--- src/rtl/id_ex_stage_pkg.sv ---
// Shared widths, control bundle and helpers for the ID/EX pipeline register.
// Imported by id_ex_stage and its operand forwarding mux.
package id_ex_stage_pkg;

  localparam int REG_IDX_W    = 5;
  localparam int ALU_OP_W     = 4;
  localparam int BUBBLE_CNT_W = 16;

  localparam logic [REG_IDX_W-1:0] ZERO_REG = '0;

  typedef struct packed {
    logic                reg_write;
    logic                mem_read;
    logic                mem_write;
    logic                mem_to_reg;
    logic                alu_src;
    logic [ALU_OP_W-1:0] alu_op;
  } ctrl_t;

  function automatic logic [BUBBLE_CNT_W-1:0] sat_inc(
    input logic [BUBBLE_CNT_W-1:0] v
  );
    return (&v) ? v : v + 1'b1;
  endfunction

endpackage

--- src/rtl/id_ex_stage_forward_mux.sv ---
// Write-back bypass for one operand: picks the write-back data when it
// targets the same non-zero register as the operand source.
module forward_mux
  import id_ex_stage_pkg::*;
#(
  parameter int N = 32
) (
  input  logic [REG_IDX_W-1:0] src_idx_i,
  input  logic [N-1:0]         src_data_i,
  input  logic                 wb_we_i,
  input  logic [REG_IDX_W-1:0] wb_idx_i,
  input  logic [N-1:0]         wb_data_i,
  output logic [N-1:0]         data_o
);

  logic hit;

  assign hit = wb_we_i
             & (wb_idx_i != ZERO_REG)
             & (wb_idx_i == src_idx_i);

  assign data_o = hit ? wb_data_i : src_data_i;

endmodule

--- src/rtl/id_ex_stage.sv ---
// ID/EX pipeline register with flush/stall, load-use bubble insertion,
// write-back bypass and a saturating bubble counter.
module id_ex_stage
  import id_ex_stage_pkg::*;
#(
  parameter int N = 32
) (
  input  logic                    clk,
  input  logic                    reset,
  input  logic                    Valid_i,
  input  logic                    Stall_i,
  input  logic                    Flush_i,
  input  logic                    Reg_Write_i,
  input  logic                    Mem_Read_i,
  input  logic                    Mem_Write_i,
  input  logic                    Mem_To_Reg_i,
  input  logic                    ALU_Src_i,
  input  logic [ALU_OP_W-1:0]     ALU_Op_i,
  input  logic [REG_IDX_W-1:0]    Read_Register_1_i,
  input  logic [REG_IDX_W-1:0]    Read_Register_2_i,
  input  logic [REG_IDX_W-1:0]    Write_Register_i,
  input  logic [N-1:0]            Read_Data_1_i,
  input  logic [N-1:0]            Read_Data_2_i,
  input  logic [N-1:0]            Immediate_i,
  input  logic                    WB_Reg_Write_i,
  input  logic [REG_IDX_W-1:0]    WB_Write_Register_i,
  input  logic [N-1:0]            WB_Write_Data_i,
  output logic                    Valid_o,
  output logic                    Reg_Write_o,
  output logic                    Mem_Read_o,
  output logic                    Mem_Write_o,
  output logic                    Mem_To_Reg_o,
  output logic                    ALU_Src_o,
  output logic [ALU_OP_W-1:0]     ALU_Op_o,
  output logic [REG_IDX_W-1:0]    Read_Register_1_o,
  output logic [REG_IDX_W-1:0]    Read_Register_2_o,
  output logic [REG_IDX_W-1:0]    Write_Register_o,
  output logic [N-1:0]            Operand_1_o,
  output logic [N-1:0]            Operand_2_o,
  output logic [N-1:0]            Immediate_o,
  output logic                    Hazard_Stall_o,
  output logic [BUBBLE_CNT_W-1:0] Bubble_Count_o
);

  logic                    valid_q, valid_d;
  ctrl_t                   ctrl_q, ctrl_d, ctrl_in;
  logic [REG_IDX_W-1:0]    rr1_q, rr1_d;
  logic [REG_IDX_W-1:0]    rr2_q, rr2_d;
  logic [REG_IDX_W-1:0]    wr_q, wr_d;
  logic [N-1:0]            op1_q, op1_d;
  logic [N-1:0]            op2_q, op2_d;
  logic [N-1:0]            imm_q, imm_d;
  logic [BUBBLE_CNT_W-1:0] bub_q, bub_d;

  logic [REG_IDX_W-1:0]    src1_idx, src2_idx;
  logic [N-1:0]            src1_data, src2_data;
  logic [N-1:0]            fwd1, fwd2;
  logic                    hazard;
  logic                    sel_flush, sel_stall;
  logic                    sel_bubble, sel_cap;

  assign ctrl_in = '{
    reg_write:  Reg_Write_i,
    mem_read:   Mem_Read_i,
    mem_write:  Mem_Write_i,
    mem_to_reg: Mem_To_Reg_i,
    alu_src:    ALU_Src_i,
    alu_op:     ALU_Op_i
  };

  // Load in EX whose destination is read by the incoming instruction.
  assign hazard = ~Flush_i
                & valid_q
                & ctrl_q.mem_read
                & (wr_q != ZERO_REG)
                & Valid_i
                & ((wr_q == Read_Register_1_i)
                 | (wr_q == Read_Register_2_i));

  assign sel_flush  = Flush_i;
  assign sel_stall  = ~Flush_i & Stall_i;
  assign sel_bubble = ~Flush_i & ~Stall_i & hazard;
  assign sel_cap    = ~Flush_i & ~Stall_i & ~hazard;

  // While held, forward against the held operands instead of new ones.
  assign src1_idx  = Stall_i ? rr1_q : Read_Register_1_i;
  assign src2_idx  = Stall_i ? rr2_q : Read_Register_2_i;
  assign src1_data = Stall_i ? op1_q : Read_Data_1_i;
  assign src2_data = Stall_i ? op2_q : Read_Data_2_i;

  forward_mux #(.N(N)) u_fwd1 (
    .src_idx_i  (src1_idx),
    .src_data_i (src1_data),
    .wb_we_i    (WB_Reg_Write_i),
    .wb_idx_i   (WB_Write_Register_i),
    .wb_data_i  (WB_Write_Data_i),
    .data_o     (fwd1)
  );

  forward_mux #(.N(N)) u_fwd2 (
    .src_idx_i  (src2_idx),
    .src_data_i (src2_data),
    .wb_we_i    (WB_Reg_Write_i),
    .wb_idx_i   (WB_Write_Register_i),
    .wb_data_i  (WB_Write_Data_i),
    .data_o     (fwd2)
  );

  always_comb begin
    valid_d = valid_q;
    ctrl_d  = ctrl_q;
    rr1_d   = rr1_q;
    rr2_d   = rr2_q;
    wr_d    = wr_q;
    op1_d   = op1_q;
    op2_d   = op2_q;
    imm_d   = imm_q;
    bub_d   = bub_q;
    unique case (1'b1)
      sel_flush: begin
        valid_d = 1'b0;
        ctrl_d  = '0;
      end
      sel_stall: begin
        op1_d = fwd1;
        op2_d = fwd2;
      end
      sel_bubble: begin
        valid_d = 1'b0;
        ctrl_d  = '0;
        bub_d   = sat_inc(bub_q);
      end
      sel_cap: begin
        valid_d = Valid_i;
        ctrl_d  = Valid_i ? ctrl_in : '0;
        rr1_d   = Read_Register_1_i;
        rr2_d   = Read_Register_2_i;
        wr_d    = Write_Register_i;
        op1_d   = fwd1;
        op2_d   = fwd2;
        imm_d   = Immediate_i;
      end
      default: ;
    endcase
  end

  always_ff @(posedge clk or negedge reset) begin
    if (!reset) begin
      valid_q <= 1'b0;
      ctrl_q  <= '0;
      rr1_q   <= '0;
      rr2_q   <= '0;
      wr_q    <= '0;
      op1_q   <= '0;
      op2_q   <= '0;
      imm_q   <= '0;
      bub_q   <= '0;
    end else begin
      valid_q <= valid_d;
      ctrl_q  <= ctrl_d;
      rr1_q   <= rr1_d;
      rr2_q   <= rr2_d;
      wr_q    <= wr_d;
      op1_q   <= op1_d;
      op2_q   <= op2_d;
      imm_q   <= imm_d;
      bub_q   <= bub_d;
    end
  end

  assign Valid_o           = valid_q;
  assign Reg_Write_o       = ctrl_q.reg_write;
  assign Mem_Read_o        = ctrl_q.mem_read;
  assign Mem_Write_o       = ctrl_q.mem_write;
  assign Mem_To_Reg_o      = ctrl_q.mem_to_reg;
  assign ALU_Src_o         = ctrl_q.alu_src;
  assign ALU_Op_o          = ctrl_q.alu_op;
  assign Read_Register_1_o = rr1_q;
  assign Read_Register_2_o = rr2_q;
  assign Write_Register_o  = wr_q;
  assign Operand_1_o       = op1_q;
  assign Operand_2_o       = op2_q;
  assign Immediate_o       = imm_q;
  assign Hazard_Stall_o    = hazard;
  assign Bubble_Count_o    = bub_q;

endmodule

--- config.mk ---
export PLATFORM = sky130hd
export DESIGN_NAME = id_ex_stage
export DESIGN_NICKNAME = d
export VERILOG_FILES = /design/src/rtl/id_ex_stage_pkg.sv /design/src/rtl/id_ex_stage_forward_mux.sv /design/src/rtl/id_ex_stage.sv
export SDC_FILE = /design/constraint.sdc
export NUM_CORES = 1
export LEC_CHECK = 0
export ABC_AREA = 1
export CAP_MARGIN = 20
export CORE_AREA = 3 3 149 136
export CTS_CLUSTER_DIAMETER = 40
export DETAILED_ROUTE_END_ITERATION = 16
export DIE_AREA = 0 0 152 139
export PLACE_DENSITY = 0.73
export SLEW_MARGIN = 10
export SYNTH_ARGS = -nofsm -noshare
export SYNTH_HDL_FRONTEND = slang
export SYNTH_SLANG_ARGS = --single-unit
--- constraint.sdc ---
create_clock -name clk -period 1.46 [get_ports clk]
set_input_delay 0.219 -clock clk [delete_from_list [all_inputs] [get_ports clk]]
set_output_delay 0.219 -clock clk [all_outputs]
set_load 0.005 [all_outputs]
* Word-level counts from Yosys, hierarchy flattened *
Cells that the tools add are included.
W data, S select, Z words.

storage, ports and cells
  output and inout port bits = 138
  register bits after elaboration = 137
  bits of input ports = 163
  logic and storage cells = 56

operators by class
  equal/unequal tests = 6
  multiplexer cells = 9
  reduce and logical (&&, ||, !) cells = 9
  bitwise operators = 17
  $add $sub $neg = 1

operators with widths
  operator                 count
  $mux W32                 4
  $eq A5 B5 Y1             4
  $pmux W9 S2              1
  $add A16 B1 Y16 const B  1
  $reduce_and A16 Y1       1
  $and A1 B1 Y1            12
  $mux W5                  2
  $reduce_bool A5 Y1       2
  $mux W9                  1
  $reduce_and A2 Y1        3
  $ne A2 B1 Y1 const B     2
  $not A1 Y1               4
  $reduce_or A2 Y1         2
  $pmux W1 S2              1
  $reduce_bool A2 Y1       1
  $or A1 B1 Y1             1

* Depth between registers and ports, before layout *
  depth after elaboration = 10
  depth in mapped cells = 13
  gate-level depth less buffers = 11

* Cells and area by module *
A second synthesis with hierarchy kept.

unflattened totals
  cell total of the unflattened synthesis = 1209
  area total of the unflattened synthesis = 8152.8 sq um

modules (own cells, without submodules)
  module       times used  area an instance (sq um)  sequential area each (sq um)  cells an instance
  id_ex_stage  1           6824.0                    3428.3                        935
  forward_mux  2           664.4                     0.0                           137

* Worst setup path after synthesis *
No wires, ideal clock.

  path kind = register to register
  start = reg bub_q[0], in the netlist Bubble_Count_o[0]
  end = reg bub_q[10], in the netlist Bubble_Count_o[10]
  path buffers = 1
  slack = -0.177 ns
  setup time = 0.066 ns
  clock period less this slack = 1.637 ns
  stages on the path, launching flop included = 10
  data arrival time = 1.571 ns
  required time = 1.394 ns
  cells stage by stage = dfrtp_1 > ha_1 > nand3_1 > inv_1 > nand3_1 > inv_1 > nor2_1 > buf_2 > nand2_1 > nand2_1

on the way
  cells in the longest elaborated chain, start to end = 3
  elaborated cells between the ends (all ways) = 4
  classes of those cells = 1 x add/sub; 1 x bitwise; 2 x reduce/logical

RTL lines
  item                                                     RTL line            RTL
  start: declaration                                       id_ex_stage.sv:53   logic [BUBBLE_CNT_W-1:0] bub_q, bub_d;
  start signal: assignment                                 id_ex_stage.sv:167  bub_q <= bub_d;
  branches (longest 3 deep; another with $add A16 B1 Y16)  --

Several ways; the timed one is not identified.
A chain may end at the register's enable or synchronous reset.

* Worst setup path in the final report *
  start = reg wr_q[1], in the netlist Write_Register_o[1]
  end = reg rr1_q[4], in the netlist Read_Register_1_o[4]

on the way
  cells in the longest elaborated chain, start to end = 6
  elaborated cells between the ends (all ways) = 9
  classes of those cells = 2 x eq/ne; 6 x bitwise; 1 x reduce/logical

RTL lines
  item                      RTL line            RTL
  start: declaration        id_ex_stage.sv:49   logic [REG_IDX_W-1:0] wr_q, wr_d;
  start signal: assignment  id_ex_stage.sv:163  wr_q <= wr_d;
  $reduce_bool A5 Y1        id_ex_stage.sv:75   & (wr_q != ZERO_REG)
  $and A1 B1 Y1             id_ex_stage.sv:75
  $and A1 B1 Y1             id_ex_stage.sv:76   & Valid_i
  $and A1 B1 Y1 (*)         id_ex_stage.sv:77   & ((wr_q == Read_Register_1_i)
  $not A1 Y1 (*)            id_ex_stage.sv:83   assign sel_cap = ~Flush_i & ~Stall_i & ~hazard;
  $and A1 B1 Y1 (*)         id_ex_stage.sv:83
  end signal: assignment    id_ex_stage.sv:161  rr1_q <= rr1_d;
  end: declaration          id_ex_stage.sv:47   logic [REG_IDX_W-1:0] rr1_q, rr1_d;

Every way passes the cells marked *; elsewhere a longest branch is shown, timed or not.

==> results.cfg <==
[outcome]
run_status = finished with violations
violations = negative setup slack

[setup_path]
start_kind = flip-flop
crit_slowest_cell = dfrtp_1
cp_data_required_time_ns = 1.76
cp_data_arrival_time_ns = 2.11
cp_slowest_stage_delay_ns = 0.43
end_kind = flip-flop
crit_chain = buf_6, nor2_4, nand4_1, nand3_1, inv_2, nand2_4, buf_8, nand2_8, bufbuf_16, nand2_1, o21ai_1
crit_fanout = 5
crit_type = flip-flop to flip-flop

[yosys]
synth_area_sq_mm = 0.007310
synth_edf_count = 0
yosys_warnings = 0
synthCells = 1014
synth.distinct_cells = 24
yosys.area.top_type_share_pct = 46.90
ys_seq_area_share_pct = 46.90
yosys-top-cells-area = dfrtp_1 47%, nand2_1 25%, nand3_1 11%, nand4_1 3.1%, buf_2 2.5%
synth_commonest_cells = 496 x nand2_1, 166 x nand3_1, 137 x dfrtp_1
synth_fp_nets = 1178
synth_seq_cells = 137
synth_flop_cell = dfrtp_1
yosys.area.top_type = dfrtp_1
async_flop_share_pct = 100.0
synth_most_common_cell = nand2_1
avgSynthCellArea_sq_um = 7.209

[drt]
totalWireLength_um = 28290
via_per_inst = 5.117
vias = 8402
dr.first_iter.drc_count = 576
drc = 0
ant_nets = 0
drt_first_pass_iters = 5
post_drt_wl_per_cell_um = 17.23

[timing]
final.period_utilization_pct = 124.4
relSlewSlack_pct = 77.16
setup_viol = 149
hold_viol = 0
skew_ns = 0.009027
rsz0062_at_grt = yes
worst-slew-pin-transition_ns = 0.3418
fmax_mhz = 550.4
drv_slew = 0
tns_ns = -39.69
fin_crit_ns = 1.817
fin_ws_ns = -0.3570

[placement]
io_buffers = 300
place.gp.congestion = 0.8860
dp_hpwl_um = 19280

[clock_tree]
htree_levels = 4
cts_buffer_depth = 2
cts_sinks = 137
cts_tree = done
ctsRootBufferMaster = clkbuf_16
clk_pin_slew_ns = 0.07
insertion_delay_ns = 0.42
cts-buffers-inserted = 17

[layout]
layout.nets = 1543
area_delta_synth_final_pct = 68.11
drive_gt1_share_pct = 13.36
diodes = 0

[floorplanning]
fp.dieH_um = 139
rows = 48
initial_core_util_pct = 38.52
dieArea_sq_mm = 0.02113
dieWidth_um = 152
pin_count = 301
fp.coreArea_sq_mm = 0.01898

[grt]
gr-total-overflow = 0
first_global_vias = 8241
antenna_found_initial = 0
grt_pass1_wl_um = 44140
grt_max_degree = 42
grt.total_usage_pct = 25.60

[hold_path]
worstHoldPathType = input port to asynchronous set/reset pin

[power]
vdd_drop_max_mv = 0.8430
total_power_uw = 11860
power.density_mw_per_mm2 = 965.4
leakagePower_uw = 0.006991

[flow_run]
cap_violations = 0
-- what timing repair did --
action / CTS / global route
gates resized for setup: 137 / 78
pin swaps: 7 / 8
hold endpoints to repair: 90 / 0
setup buffers: 14 / 4
hold buffers: 1 / 0
endpoints found under the setup margin: 275 / 214
gates cloned: 4 / 7
-- layout make-up --
type | count | area (sq um)
flip-flops and latches | 137 | 3432
well taps | 250 | 312.8
clock inverters | 14 | 161.4
inverters | 42 | 160.2
repair buffers | 406 | 4265
multi-input cells | 775 | 3517
fillers | 1599 | 6690
clock buffers | 18 | 439.2
-- cells in the final DEF, fill, tap and decap left out, types with 4 or more instances in the layout --
| cell | instances |
|---|---|
| nor3_1 | 4 |
| nor2_4 | 8 |
| xnor2_1 | 6 |
| dlygate4sd2_1 | 63 |
| buf_12 | 16 |
| nand3_1 | 164 |
| nand3_2 | 4 |
| o21ai_1 | 8 |
| inv_2 | 7 |
| inv_6 | 5 |
| o21ai_0 | 10 |
| buf_4 | 69 |
| nor2_1 | 14 |
| clkdlybuf4s50_1 | 169 |
| buf_6 | 18 |
| nor2_2 | 5 |
| clkbuf_16 | 22 |
| inv_1 | 34 |
| dlymetal6s2s_1 | 55 |
| dfrtp_1 | 134 |
| nand2_1 | 492 |
| xor2_1 | 10 |
| nand4_1 | 36 |
-- worst max-delay path: cells and delay by family (launching register included) --
kind	cells	cell delay, ns
AOI/OAI and AO/OA	1	0.07
buffers and inverters	4	0.67
and+or+nand+nor	6	0.52
DFF	1	0.43
-- report_power, final --
part | switching, uW | internal, uW | leakage (uW) | total [uW]
sequential | 258 | 4220 | 0.00173 | 4480
clock | 1840 | 2610 | 0.000290 | 4450
combinational | 1340 | 1590 | 0.00497 | 2930
total | 3450 | 8420 | 0.00699 | 11900
-- metal layers --
metal  GRT usage (%)  up-vias  wire, um
met4           8.515        0       647
li1                -     3981         -
met2           41.84      451     13590
met3           8.300       41      2684
met1           32.22     3929     11370
met5               0        -         0
-- stage by stage --
| step | cell area, sq um | cells | hold slack (ns) | setup slack [ns] | util (%) |
|---|---|---|---|---|---|
| after detailed placement | 11090 | 1583 | 0.1136 | -0.7499 | 58.45 |
| after floorplan | 7378 | 1014 | -0.07659 | -0.01851 | - |
| final | 12290 | 1642 | 0.2270 | -0.3570 | 64.75 |
| after global routing | 12290 | 1642 | 0.2437 | -0.4600 | 64.75 |
| after global placement | 11090 | 1583 | 0.1160 | -0.6811 | 58.45 |
| after CTS | 11930 | 1631 | 0.2286 | -0.3583 | 62.84 |
-- state kept, by name (all words and copies together) (netlist names) --
name / cells
Read_Register_2_o: 5
Mem_To_Reg_o: 1
Read_Register_1_o: 5
Immediate_o: 32
Mem_Write_o: 1
Operand_2_o: 32
Bubble_Count_o: 16
ALU_Op_o: 4
Operand_1_o: 32
ALU_Src_o: 1
Reg_Write_o: 1
Mem_Read_o: 1
Valid_o: 1
Write_Register_o: 5
-- path summary, 6_finish.rpt --
check	start	endpoint	slack, ns	cells past startpoint
worst max-delay path	Write_Register_o[1]	Read_Register_1_o[4]	-0.36	11
worst min register to register	Immediate_o[26]	Immediate_o[26]	0.47	2
max in group asynchronous	reset	Operand_2_o[4]	0.66	3
worst min-delay path	reset	Immediate_o[6]	0.23	2
min in group clk	Immediate_i[18]	Immediate_o[18]	0.35	3
worst max register to register	Write_Register_o[1]	Read_Register_1_o[4]	-0.36	11
-- kinds of logic after synthesis --
kind of cell	count (synthesis)	synth area share (%)
AO/OA/AOI/OAI	19	1.318
XOR/XNOR	16	1.917
adder cells (fa/ha/maj)	1	0.1711
buffers and inverters	103	6.539
flip-flops	137	46.90
AND/OR/NAND/NOR	738	43.15
No activity file was read; power rests on OpenSTA's default activity.
